## src/rtl/fabric_boot_sequencer.sv

```systemverilog
// Boot/reconfiguration sequencer: picks one bitstream source, kicks the SPI controller,
// forwards words to fabric_config and holds the fabric in reset until configuration completes.
module fabric_boot_sequencer #(
  parameter int          DATA_WIDTH             = 32,
  parameter int          NUM_SOURCES            = 2,
  parameter int          SLOT_WIDTH             = 4,
  parameter int          NUM_SLOTS              = 16,
  parameter int          DEFAULT_SLOT           = 0,
  parameter logic [31:0] BITSTREAM_LENGTH_WORDS = 32'h1762,
  parameter logic [31:0] TIMEOUT_CYCLES         = 32'h100000,
  parameter int          SEL_WIDTH              = (NUM_SOURCES > 1) ? $clog2(NUM_SOURCES) : 1
) (
  input  logic                              clk_i,
  input  logic                              rst_i,
  input  logic [SEL_WIDTH-1:0]              src_sel_i,
  input  logic [NUM_SOURCES*DATA_WIDTH-1:0] src_data_i,
  input  logic [NUM_SOURCES-1:0]            src_valid_i,
  output logic                              ctrl_start_o,
  output logic [SLOT_WIDTH-1:0]             ctrl_slot_o,
  input  logic                              ctrl_busy_i,
  input  logic                              warmboot_boot_i,
  input  logic [SLOT_WIDTH-1:0]             warmboot_slot_i,
  output logic [DATA_WIDTH-1:0]             bitstream_data_o,
  output logic                              bitstream_valid_o,
  input  logic                              config_busy_i,
  input  logic                              configured_i,
  output logic                              fabric_reset_o,
  output logic                              boot_active_o,
  output logic [31:0]                       word_count_o,
  output logic                              error_o,
  output logic [1:0]                        error_code_o
);

  typedef enum logic [2:0] {S_IDLE, S_START, S_LOAD, S_FLUSH, S_DONE, S_ERROR} state_e;

  localparam logic [1:0] E_TIMEOUT = 2'd0;
  localparam logic [1:0] E_SHORT   = 2'd1;
  localparam logic [1:0] E_BADSLOT = 2'd2;
  localparam logic [1:0] E_OVERRUN = 2'd3;

  state_e                  state_q;
  logic                    startup_pending_q;
  logic [SEL_WIDTH-1:0]    sel_q;
  logic [31:0]             tmo_q;
  logic [31:0]             word_count_q;
  logic                    ctrl_start_q;
  logic [SLOT_WIDTH-1:0]   ctrl_slot_q;
  logic [DATA_WIDTH-1:0]   bs_data_q;
  logic                    bs_valid_q;
  logic                    fabric_reset_q;
  logic                    boot_active_q;
  logic                    error_q;
  logic [1:0]              error_code_q;

  logic [DATA_WIDTH-1:0]   src_word [NUM_SOURCES];
  logic [SEL_WIDTH-1:0]    req_sel;
  logic [SEL_WIDTH-1:0]    in_sel;
  logic                    in_valid;
  logic [DATA_WIDTH-1:0]   in_data;
  logic                    req_passive;
  logic                    wb_req;
  logic                    wb_slot_ok;
  logic                    tmo_hit;
  logic [31:0]             cnt_inc;
  logic [31:0]             cnt_next;

  for (genvar k = 0; k < NUM_SOURCES; k++) begin : g_unpack
    assign src_word[k] = src_data_i[k*DATA_WIDTH +: DATA_WIDTH];
  end

  // Out-of-range selects fold onto the controller; the live select is only honoured
  // where a new load can begin, otherwise the latched one steers the mux.
  assign req_sel     = (32'(src_sel_i) >= 32'(NUM_SOURCES)) ? '0 : src_sel_i;
  assign in_sel      = (state_q inside {S_IDLE, S_DONE, S_ERROR}) ? req_sel : sel_q;
  assign in_valid    = src_valid_i[in_sel];
  assign in_data     = src_word[in_sel];
  assign req_passive = (req_sel != '0) && in_valid;
  assign wb_req      = warmboot_boot_i && (req_sel == '0) && !ctrl_busy_i && !config_busy_i;
  assign wb_slot_ok  = 32'(warmboot_slot_i) < 32'(NUM_SLOTS);
  assign tmo_hit     = tmo_q >= (TIMEOUT_CYCLES - 32'd1);
  assign cnt_inc     = word_count_q + 32'd1;
  assign cnt_next    = in_valid ? cnt_inc : word_count_q;

  always_ff @(posedge clk_i) begin
    if (rst_i) begin
      state_q           <= S_IDLE;
      startup_pending_q <= 1'b1;
      sel_q             <= '0;
      tmo_q             <= '0;
      word_count_q      <= '0;
      ctrl_start_q      <= 1'b0;
      ctrl_slot_q       <= '0;
      bs_data_q         <= '0;
      bs_valid_q        <= 1'b0;
      fabric_reset_q    <= 1'b1;
      boot_active_q     <= 1'b0;
      error_q           <= 1'b0;
      error_code_q      <= '0;
    end else begin
      ctrl_start_q <= 1'b0;
      bs_valid_q   <= 1'b0;
      tmo_q        <= tmo_q + 32'd1;
      case (state_q)
        S_IDLE: begin
          if (startup_pending_q && (req_sel == '0)) begin
            startup_pending_q <= 1'b0;
            ctrl_start_q      <= 1'b1;
            ctrl_slot_q       <= SLOT_WIDTH'(DEFAULT_SLOT);
            sel_q             <= '0;
            word_count_q      <= '0;
            tmo_q             <= '0;
            boot_active_q     <= 1'b1;
            state_q           <= S_START;
          end else if (req_sel != '0) begin
            startup_pending_q <= 1'b0;
            if (in_valid) begin
              bs_data_q     <= in_data;
              bs_valid_q    <= 1'b1;
              word_count_q  <= 32'd1;
              sel_q         <= req_sel;
              tmo_q         <= '0;
              boot_active_q <= 1'b1;
              state_q       <= S_LOAD;
            end
          end
        end
        S_START: begin
          if (in_valid) begin
            bs_data_q    <= in_data;
            bs_valid_q   <= 1'b1;
            word_count_q <= cnt_inc;
          end
          if (ctrl_busy_i) begin
            tmo_q   <= '0;
            state_q <= S_LOAD;
          end else if (in_valid) begin
            tmo_q <= '0;
          end else if (tmo_hit) begin
            error_q        <= 1'b1;
            error_code_q   <= E_TIMEOUT;
            fabric_reset_q <= 1'b1;
            boot_active_q  <= 1'b0;
            tmo_q          <= '0;
            state_q        <= S_ERROR;
          end
        end
        S_LOAD: begin
          if (in_valid) begin
            bs_data_q    <= in_data;
            bs_valid_q   <= 1'b1;
            word_count_q <= cnt_inc;
            tmo_q        <= '0;
          end
          // A word landing on the same cycle the controller drops busy still counts.
          if (cnt_next >= BITSTREAM_LENGTH_WORDS) begin
            tmo_q   <= '0;
            state_q <= S_FLUSH;
          end else if ((sel_q == '0) && !ctrl_busy_i) begin
            error_q        <= 1'b1;
            error_code_q   <= E_SHORT;
            fabric_reset_q <= 1'b1;
            boot_active_q  <= 1'b0;
            tmo_q          <= '0;
            state_q        <= S_ERROR;
          end else if (!in_valid && tmo_hit) begin
            error_q        <= 1'b1;
            error_code_q   <= E_TIMEOUT;
            fabric_reset_q <= 1'b1;
            boot_active_q  <= 1'b0;
            tmo_q          <= '0;
            state_q        <= S_ERROR;
          end
        end
        S_FLUSH: begin
          if (in_valid || tmo_hit) begin
            error_q        <= 1'b1;
            error_code_q   <= in_valid ? E_OVERRUN : E_TIMEOUT;
            fabric_reset_q <= 1'b1;
            boot_active_q  <= 1'b0;
            tmo_q          <= '0;
            state_q        <= S_ERROR;
          end else if (configured_i && !config_busy_i) begin
            fabric_reset_q <= 1'b0;
            boot_active_q  <= 1'b0;
            tmo_q          <= '0;
            state_q        <= S_DONE;
          end
        end
        S_DONE, S_ERROR: begin
          if (wb_req && wb_slot_ok) begin
            ctrl_start_q   <= 1'b1;
            ctrl_slot_q    <= warmboot_slot_i;
            word_count_q   <= '0;
            error_q        <= 1'b0;
            fabric_reset_q <= 1'b1;
            sel_q          <= '0;
            tmo_q          <= '0;
            boot_active_q  <= 1'b1;
            state_q        <= S_START;
          end else if (wb_req) begin
            error_q        <= 1'b1;
            error_code_q   <= E_BADSLOT;
            fabric_reset_q <= 1'b1;
            tmo_q          <= '0;
            state_q        <= S_ERROR;
          end else if (req_passive) begin
            bs_data_q      <= in_data;
            bs_valid_q     <= 1'b1;
            word_count_q   <= 32'd1;
            error_q        <= 1'b0;
            fabric_reset_q <= 1'b1;
            sel_q          <= req_sel;
            tmo_q          <= '0;
            boot_active_q  <= 1'b1;
            state_q        <= S_LOAD;
          end
        end
        default: state_q <= S_IDLE;
      endcase
    end
  end

  assign ctrl_start_o      = ctrl_start_q;
  assign ctrl_slot_o       = ctrl_slot_q;
  assign bitstream_data_o  = bs_data_q;
  assign bitstream_valid_o = bs_valid_q;
  assign fabric_reset_o    = fabric_reset_q;
  assign boot_active_o     = boot_active_q;
  assign word_count_o      = word_count_q;
  assign error_o           = error_q;
  assign error_code_o      = error_code_q;

endmodule

```

## config.mk

```make
export PLATFORM = sky130hd
export DESIGN_NAME = fabric_boot_sequencer
export DESIGN_NICKNAME = d
export VERILOG_FILES = /design/src/rtl/fabric_boot_sequencer.sv
export SDC_FILE = /design/constraint.sdc
export NUM_CORES = 1
export LEC_CHECK = 0
export ABC_CLOCK_PERIOD_IN_PS = 4200
export BUFFER_PORTS_ARGS = -buffer_cell sky130_fd_sc_hd__buf_2
export CORE_UTILIZATION = 56
export CTS_BUF_LIST = sky130_fd_sc_hd__clkbuf_4 sky130_fd_sc_hd__clkbuf_8
export CTS_CLUSTER_SIZE = 28
export DETAILED_ROUTE_END_ITERATION = 10
export PLACE_DENSITY = 0.83
export SYNTH_ARGS = -nofsm -noshare
export SYNTH_HDL_FRONTEND = slang
export SYNTH_SLANG_ARGS = --single-unit
```

## constraint.sdc

```tcl
create_clock -name clk_i -period 4.2 [get_ports clk_i]
set_input_delay 0.63 -clock clk_i [delete_from_list [all_inputs] [get_ports clk_i]]
set_output_delay 0.63 -clock clk_i [all_outputs]
set_load 0.01 [all_outputs]
```

# Word level (Yosys, flattened, before mapping)
# Cells that the tools add are included.
[totals] reg_bits=112 input_bits=77
[op_classes] order_cmp=4 eq_ne=24 n_reduce_logical=32 addsub=2 muxes=100 n_bitwise=3
[ops] cell="$mux W32" count=27
[ops] cell="$pmux W32 S3" count=2
[ops] cell="$pmux W32 S5" count=1
[ops] cell="$add A32 B1 Y32 const B" count=2
[ops] cell="$mux W3" count=13
[ops] cell="$mux W1" count=38
[ops] cell="$ge A32 B13 Y1 const B" count=1
[ops] cell="$ge A32 B20 Y1 const B" count=1
[ops] cell="$ne A2 B2 Y1 const B" count=10
[ops] cell="$mux W2" count=8
[ops] cell="$reduce_and A8 Y1" count=2
[ops] cell="$ne A3 B3 Y1 const B" count=5
[ops] cell="$pmux W3 S5" count=1
[ops] cell="$reduce_and A7 Y1" count=2
[ops] cell="$reduce_and A10 Y1" count=1
[ops] cell="$reduce_bool A3 Y1" count=3
[ops] cell="$logic_and A1 B1 Y1" count=8
[ops] cell="$mux W4" count=2
[ops] cell="$pmux W1 S4" count=2
[ops] cell="$pmux W4 S2" count=1
[ops] cell="$reduce_and A4 Y1" count=2
[ops] cell="$eq A3 B2 Y1 const B" count=2
[ops] cell="$eq A3 B3 Y1 const B" count=2
[ops] cell="$ne A3 B2 Y1 const B" count=2
[ops] cell="21 further kinds" count=27

# Logic depth before layout (Yosys ltp)
# Gate-level depths: netlist of run 1.
[logic_depth] depth_word=11 mapped_depth=14 depth_no_buf=11

# Worst setup path before layout of run 1
# Ideal clock, no wire load.
[synth_path] kind="input to register" start="input port src_sel_i" end="register fabric_reset_q (netlist: fabric_reset_o)" required_time_ns=4.080 setup_ns=0.120 n_path_buf=3 t_arrival_ns=3.104 cell_stages=13 path_slack_ns=0.976 cell_sequence="buf_4 mux2i_1 and3_4 buf_6 or4_1 buf_2 o211ai_2 o31ai_1 a211o_1 o2111a_1 o21a_2 and3_1 a211o_1"
[synth_via] elab_chain_cells=7 word_cells_on_any_way=22 classes_between="1 x order compare; 5 x eq/ne; 7 x mux; 1 x bitwise; 8 x reduce/logical"
[synth_rtl] item="start, declared" line="15" source="input logic [SEL_WIDTH-1:0] src_sel_i,"
[synth_rtl] item="$mux W1" line="74" source="assign in_sel = (state_q inside {S_IDLE, S_DONE, S_ERROR}) ? req_sel : sel_q;"
[synth_rtl] item="$mux W1 (not written as such) (2 in series)" line="75" source="assign in_valid = src_valid_i[in_sel];"
[synth_rtl] item="$mux W32 / $logic_not A1 Y1 (equally long branches)"
[synth_rtl] item="$ge A32 B13 Y1 / $logic_and A1 B1 Y1 (equally long branches)" line="155, 165"
[synth_rtl] item="$ne A2 B2 Y1 (no source line) / $ne A3 B3 Y1 (equally long branches)"
[synth_rtl] item="$reduce_and A8 Y1 (no source line)"
[synth_rtl] item="end signal, assigned" line="161" source="fabric_reset_q <= 1'b1;"
[synth_rtl] item="end signal, assigned" line="168" source="fabric_reset_q <= 1'b1;"
[synth_rtl] item="end signal, assigned" line="178" source="fabric_reset_q <= 1'b1;"
[synth_rtl] item="end, declared" line="50" source="logic fabric_reset_q;"
# Parallel ways exist; a longest one is shown, timed or not. The select of a mux whose other input is x is not followed.
# A chain may end at the register's enable or synchronous reset.

# Final worst setup path of run 1
[layout_path] start="register word_count_q[8] (netlist: word_count_o[8])" end="register fabric_reset_q (netlist: fabric_reset_o)"
[layout_via] elab_chain_cells=5
[layout_rtl] item="start, declared" line="45" source="logic [31:0] word_count_q;"
[layout_rtl] item="start signal, assigned" line="131" source="word_count_q <= cnt_inc;"
[layout_rtl] item="start signal, assigned" line="151" source="word_count_q <= cnt_inc;"
[layout_rtl] item="$add A32 B1 Y32" line="81" source="assign cnt_inc = word_count_q + 32'd1;"
[layout_rtl] item="$mux W32 *"
[layout_rtl] item="$ge A32 B13 Y1 *" line="155" source="if (cnt_next >= BITSTREAM_LENGTH_WORDS) begin"
[layout_rtl] item="$ne A2 B2 Y1 (no source line) *"
[layout_rtl] item="$reduce_and A8 Y1 (no source line) *"
# Every way passes the cells marked *; elsewhere a longest branch is shown, timed or not.

==> results.sh, run 1 <==
export IMPL_die_y_um=107
export IMPL_cts_path_max_buffers=2
export IMPL_cts_tree="done"
export IMPL_dr_pass1_iters=6
export IMPL_setup_viol=0
export IMPL_die_area_um2=11500
export IMPL_end_kind="flip-flop"
export IMPL_grt_max_degree=66
export IMPL_crit_fanout=12
export IMPL_r2r_start="word_count_o[8]"
export IMPL_core_um2=10800
export IMPL_slew_violations=0
export IMPL_postRouteAntennaNets=0
export IMPL_async_flop_share_pct=0
export IMPL_post_drt_wl_per_cell_um=15.5
export IMPL_fin_nets=976
export IMPL_grt_overflow_total=0
export IMPL_postCtsSetupBuffers=0
export IMPL_relSlewSlack_pct=29.4
export IMPL_final_common_cell="buf_2"
export IMPL_path_clk_slew_ns=0.11
export IMPL_gp_congestion=0.956
export IMPL_dp_hpwl_mm=11.4
export IMPL_ys_types=65
export IMPL_post_cts_resized=0
export IMPL_drc=0
export IMPL_max_freq_ghz=0.279
export IMPL_drive_gt1_share_pct=22.5
export IMPL_fin_crit_sh_pct=85.5
export IMPL_fin_crit_ns=3.59
export IMPL_num_vias=6238
export IMPL_placementRows=38
export IMPL_drt_iter0_drc=469
export IMPL_start_util_pct=57.3
export IMPL_powerDensity_nw_per_um2=559
export IMPL_grt_util_all_layers_pct=28.5
export IMPL_grt_first_pass_wirelength_mm=26.4
export IMPL_crit_path_max_incr_delay_ns=0.59
export IMPL_pin_count=152
export IMPL_critical_path_class="flip-flop to flip-flop"
export IMPL_worstPathArrival_ns=3.87
export IMPL_path_cells="nand4_1, nor3_1, nand4_1, mux2i_1, or3_1, nor4_2, o2111a_1, o21a_2, nand4_1, a211o_1"
export IMPL_worstMarginPinSlew_ns=1.06
export IMPL_h_tree_depth=3
export IMPL_syn_area_um2=6180
export IMPL_die_x_um=107
export IMPL_final_core_util_pct=66.9
export IMPL_holdCritStartpoint="ctrl_slot_o[2]"
export IMPL_clock_latency_ns=0.38
export IMPL_wirelength_mm=16.2
export IMPL_cp_slowest_cell="nor3_1"
export IMPL_yosysWarnings=0
export IMPL_clock_root_buffer="clkbuf_8"
export IMPL_numPortBuffers=151
export IMPL_start_kind="flip-flop"
export IMPL_seq_area_frac_synth_pct=36.3
export IMPL_cts_sinks=112
export IMPL_synth_avg_cell_area_um2=7.95
export IMPL_rsz0062_at_grt="false"
export IMPL_hold_path_class="flip-flop to flip-flop"
export IMPL_ir_worst_vdd_mv=0.322
export IMPL_place_area_um2=7010
export IMPL_numCtsBuffers=9
export IMPL_area_growth_pct=16.7
export IMPL_critPathRequiredTime_ns=4.48
export IMPL_synth_nets=857
export IMPL_cpMostUsedCell="nand4_1"
export IMPL_rr_worst_depth=10
export IMPL_tns_ns=0
export IMPL_min_delay_path_depth=2
export IMPL_power_leakage_nw=2.95
export IMPL_synth_edff_count=0
export IMPL_drv_cap=0
export IMPL_status="completed"
export IMPL_netlist_instances=778
export IMPL_crit_start="word_count_o[8]"
export IMPL_cts_hold_fix_buffers=0
export IMPL_grt_antenna_before_repair=0
export IMPL_vias_per_cell=5.99
export IMPL_fin_area_um2=7220
export IMPL_mostFrequentLayoutCells="buf_2, nor2_1, dfxtp_1"
export IMPL_ys_flop_type="dfxtp_1"
export IMPL_grt_pass1_vias=5604
export IMPL_antenna_cells=0
export IMPL_synth_seq_cells=112
export IMPL_hold_viol=0
export IMPL_fin_worst_skew_ns=0.0118
==> cell families (layout without fill, tap and decap cells) <==
group           after synthesis  in the layout  synth area share, %
compound gates              171            171                 18.6
xor+xnor                     41             41                 5.81
fa+ha+maj                     2              2                0.405
buf+inv                      73            197                 4.96
flops                       112            112                 36.3
mux                          39             39                 6.31
simple gates                340            340                 27.6
==> per-layer routing <==
metal	vias to the layer above	wire (um)	GRT usage [%]	part of all wire (%)
met5	-	0	0	0
met4	0	424	11.8	2.6
met3	40	1390	5.59	8.6
met2	323	7360	47.1	45
met1	2807	7020	36.3	43
li1	3068	-	-	-
==> Yosys cell counts, types with 2 or more instances <==
cell / n / area [um2]
nor2_1: 116 / 435
dfxtp_1: 112 / 2240
nand2_1: 64 / 240
a211oi_1: 41 / 308
a21oi_1: 41 / 205
clkbuf_1: 40 / 150
mux2i_1: 39 / 390
nand3_1: 32 / 160
o21ai_0: 28 / 140
xor2_1: 27 / 236
nand4_1: 24 / 150
nor3_1: 21 / 105
a311oi_1: 18 / 158
inv_1: 15 / 56.3
nor4_1: 14 / 87.6
xnor2_1: 14 / 123
and3_1: 12 / 75.1
buf_2: 11 / 55.1
a31oi_1: 10 / 62.6
or3_1: 9 / 56.3
and2_1: 7 / 43.8
and4_1: 6 / 52.6
nor2b_1: 5 / 31.3
or4_1: 5 / 37.5
a21o_1: 3 / 22.5
buf_1: 3 / 11.3
buf_4: 3 / 22.5
nor3b_1: 3 / 22.5
o21a_1: 3 / 22.5
o31ai_1: 3 / 22.5
o32ai_1: 3 / 26.3
or2_2: 3 / 18.8
a211o_1: 2 / 17.5
a41oi_1: 2 / 17.5
ha_1: 2 / 25.0
nand2b_1: 2 / 12.5
nand3b_1: 2 / 15.0
nand4_2: 2 / 25.0
nand4b_1: 2 / 17.5
nor3_2: 2 / 20.0
nor4_2: 2 / 25.0
o41ai_1: 2 / 17.5
==> sequential cells by signal, summed over array words and instances (netlist names) <==
register / cells
startup_pending_q: 1
sel_q: 1
tmo_q: 32
word_count_o: 32
error_o: 1
bitstream_data_o: 32
error_code_o: 2
ctrl_start_o: 1
boot_active_o: 1
state_q: 3
ctrl_slot_o: 4
fabric_reset_o: 1
bitstream_valid_o: 1
==> power by group <==
group / internal [W] / switching (W) / total, W
clock network: 0.000294 / 0.000394 / 0.000688
registers: 0.00127 / 0.000128 / 0.00140
logic: 0.000704 / 0.00124 / 0.00195
total: 0.00227 / 0.00177 / 0.00403
==> per-stage QoR <==
| step | hold WS (ns) | setup WS [ns] | total power [W] | cells |
|---|---|---|---|---|
| finish | 0.457 | 0.609 | 0.00403 | 1042 |
| global placement | 0.424 | 0.591 | 0.00331 | 1026 |
| detailed placement | 0.434 | 0.501 | 0.00333 | 1026 |
| floorplan | 0.413 | 0.976 | 0.00277 | 778 |
| global route | 0.476 | 0.473 | 0.00432 | 1042 |
| CTS | 0.459 | 0.665 | 0.00402 | 1042 |
==> critical path: cells and delay by family (launching register included) <==
family	cells	cell delay [ns]
simple gates	6	2.00
compound gates	3	0.76
flops	1	0.53
mux	1	0.18
==> path summary, 6_finish.rpt <==
kind,end,slack [ns]
setup / recovery,fabric_reset_o,0.61
hold / removal,ctrl_slot_o[2],0.46
setup reg to reg,fabric_reset_o,0.61
hold reg to reg,ctrl_slot_o[2],0.46
==> layout make-up <==
cell class	count	area [um2]
Multi-Input combinational cell	593	3670
Fill cell	930	3580
Sequential cell	112	2240
Timing Repair Buffer	166	868
Tap cell	140	175
Clock buffer	10	131
Clock inverter	6	76.3
Inverter	15	56.3
Note: power is estimated with default switching activity, not from simulation.
==> run 2, diff against run 1 <==
- BUFFER_PORTS_ARGS: -buffer_cell sky130_fd_sc_hd__buf_2 -> -buffer_cell sky130_fd_sc_hd__clkbuf_2
- SKIP_LAST_GASP: not set -> 1
==> results.sh, run 2 (synthesis results as in run 1) <==
export IMPL_status="completed"
export IMPL_placementRows=38
export IMPL_fin_worst_skew_ns=0.00732
export IMPL_dp_hpwl_mm=11.4
export IMPL_hold_path_class="flip-flop to flip-flop"
export IMPL_crit_fanout=7
export IMPL_area_growth_pct=16.6
export IMPL_rr_worst_depth=10
export IMPL_dr_pass1_iters=5
export IMPL_start_util_pct=57.3
export IMPL_powerDensity_nw_per_um2=554
export IMPL_rsz0062_at_grt="false"
export IMPL_critical_path_class="flip-flop to flip-flop"
export IMPL_pin_count=152
export IMPL_numPortBuffers=151
export IMPL_hold_viol=0
export IMPL_drc=0
export IMPL_cts_sinks=112
export IMPL_grt_util_all_layers_pct=28.4
export IMPL_core_um2=10800
export IMPL_grt_antenna_before_repair=0
export IMPL_die_y_um=107
export IMPL_die_x_um=107
export IMPL_drv_cap=0
export IMPL_wirelength_mm=16.0
export IMPL_final_common_cell="clkbuf_2"
export IMPL_drt_iter0_drc=474
export IMPL_cts_tree="done"
export IMPL_drive_gt1_share_pct=22.5
export IMPL_antenna_cells=0
export IMPL_power_leakage_nw=2.91
export IMPL_cts_hold_fix_buffers=0
export IMPL_fin_cells=1042
export IMPL_end_kind="flip-flop"
export IMPL_critPathRequiredTime_ns=4.48
export IMPL_post_cts_resized=0
export IMPL_worstPathArrival_ns=3.97
export IMPL_fin_nets=978
export IMPL_postRouteAntennaNets=0
export IMPL_post_drt_wl_per_cell_um=15.4
export IMPL_grt_overflow_total=0
export IMPL_setup_viol=0
export IMPL_dp_cells=1028
export IMPL_vias_per_cell=5.97
export IMPL_ir_worst_vdd_mv=0.367
export IMPL_mostFrequentLayoutCells="clkbuf_2, nor2_1, dfxtp_1"
export IMPL_min_delay_path_depth=1
export IMPL_numCtsBuffers=9
export IMPL_postCtsSetupBuffers=0
export IMPL_cts_path_max_buffers=2
export IMPL_start_kind="flip-flop"
export IMPL_clock_latency_ns=0.38
export IMPL_grt_first_pass_wirelength_mm=26.3
export IMPL_slew_violations=0
export IMPL_worstMarginPinSlew_ns=1.04
export IMPL_fin_crit_ns=3.69
export IMPL_clock_root_buffer="clkbuf_8"
export IMPL_relSlewSlack_pct=30.6
export IMPL_num_vias=6219
export IMPL_die_area_um2=11500
export IMPL_max_freq_ghz=0.271
export IMPL_tns_ns=0
export IMPL_h_tree_depth=3
export IMPL_grt_pass1_vias=5759
export IMPL_path_clk_slew_ns=0.10
export IMPL_grt_max_degree=66
export IMPL_fin_crit_sh_pct=87.8
export IMPL_gp_congestion=0.944
## run 2: cell type report
class / instances / area, um2
inverters: 15 / 56.3
clock buffers: 10 / 131
clock inverters: 4 / 55.1
fillers: 916 / 3580
well taps: 140 / 175
repair buffers: 168 / 883
flip-flops and latches: 112 / 2240
multi-input cells: 593 / 3670
## run 2: stage by stage
| stage | power, W | hold WS, ns | cell area, um2 | setup WS, ns | utilization [%] |
|---|---|---|---|---|---|
| global placement | 0.00331 | 0.424 | 7020 | 0.604 | 65.1 |
| detailed placement | 0.00335 | 0.434 | 7020 | 0.474 | 65.1 |
| global route | 0.00427 | 0.471 | 7210 | 0.317 | 66.8 |
| finish | 0.00399 | 0.449 | 7210 | 0.512 | 66.8 |
| CTS | 0.00400 | 0.453 | 7210 | 0.591 | 66.8 |
| floorplan | 0.00277 | 0.413 | 6180 | 0.976 | - |
## run 2: per-layer routing
metal / GRT usage, % / vias to the layer above / wire length (um)
met1: 34.1 / 2823 / 6840
met5: 0 / - / 0
met3: 6.14 / 40 / 1390
met2: 48.7 / 288 / 7420
li1: - / 3068 / -
met4: 12.2 / 0 / 384
## run 2: power breakdown
group / switching [W] / internal [W] / total, W / leakage (nW)
Sequential: 0.000128 / 0.00127 / 0.00140 / 0.912
Clock: 0.000373 / 0.000281 / 0.000654 / 0.0927
Combinational: 0.00124 / 0.000706 / 0.00194 / 1.91
## run 2: path summary, 6_finish.rpt
kind	from	to	slack [ns]
worst max-delay path	word_count_o[4]	fabric_reset_o	0.51
worst min-delay path	tmo_q[0]	tmo_q[0]	0.45
worst max register to register	word_count_o[4]	fabric_reset_o	0.51
worst min register to register	tmo_q[0]	tmo_q[0]	0.45
## run 2: worst max-delay path, cell delays in order, from the launching register on
cell and delay (ns):
dfxtp_1 0.52, nand4_2 0.27, nor3_1 0.64, nand4_1 0.27, mux2i_1 0.18, or3_1 0.38
nor4_2 0.44, o2111a_1 0.30, o21a_2 0.17, nand4_1 0.11, a211o_1 0.30
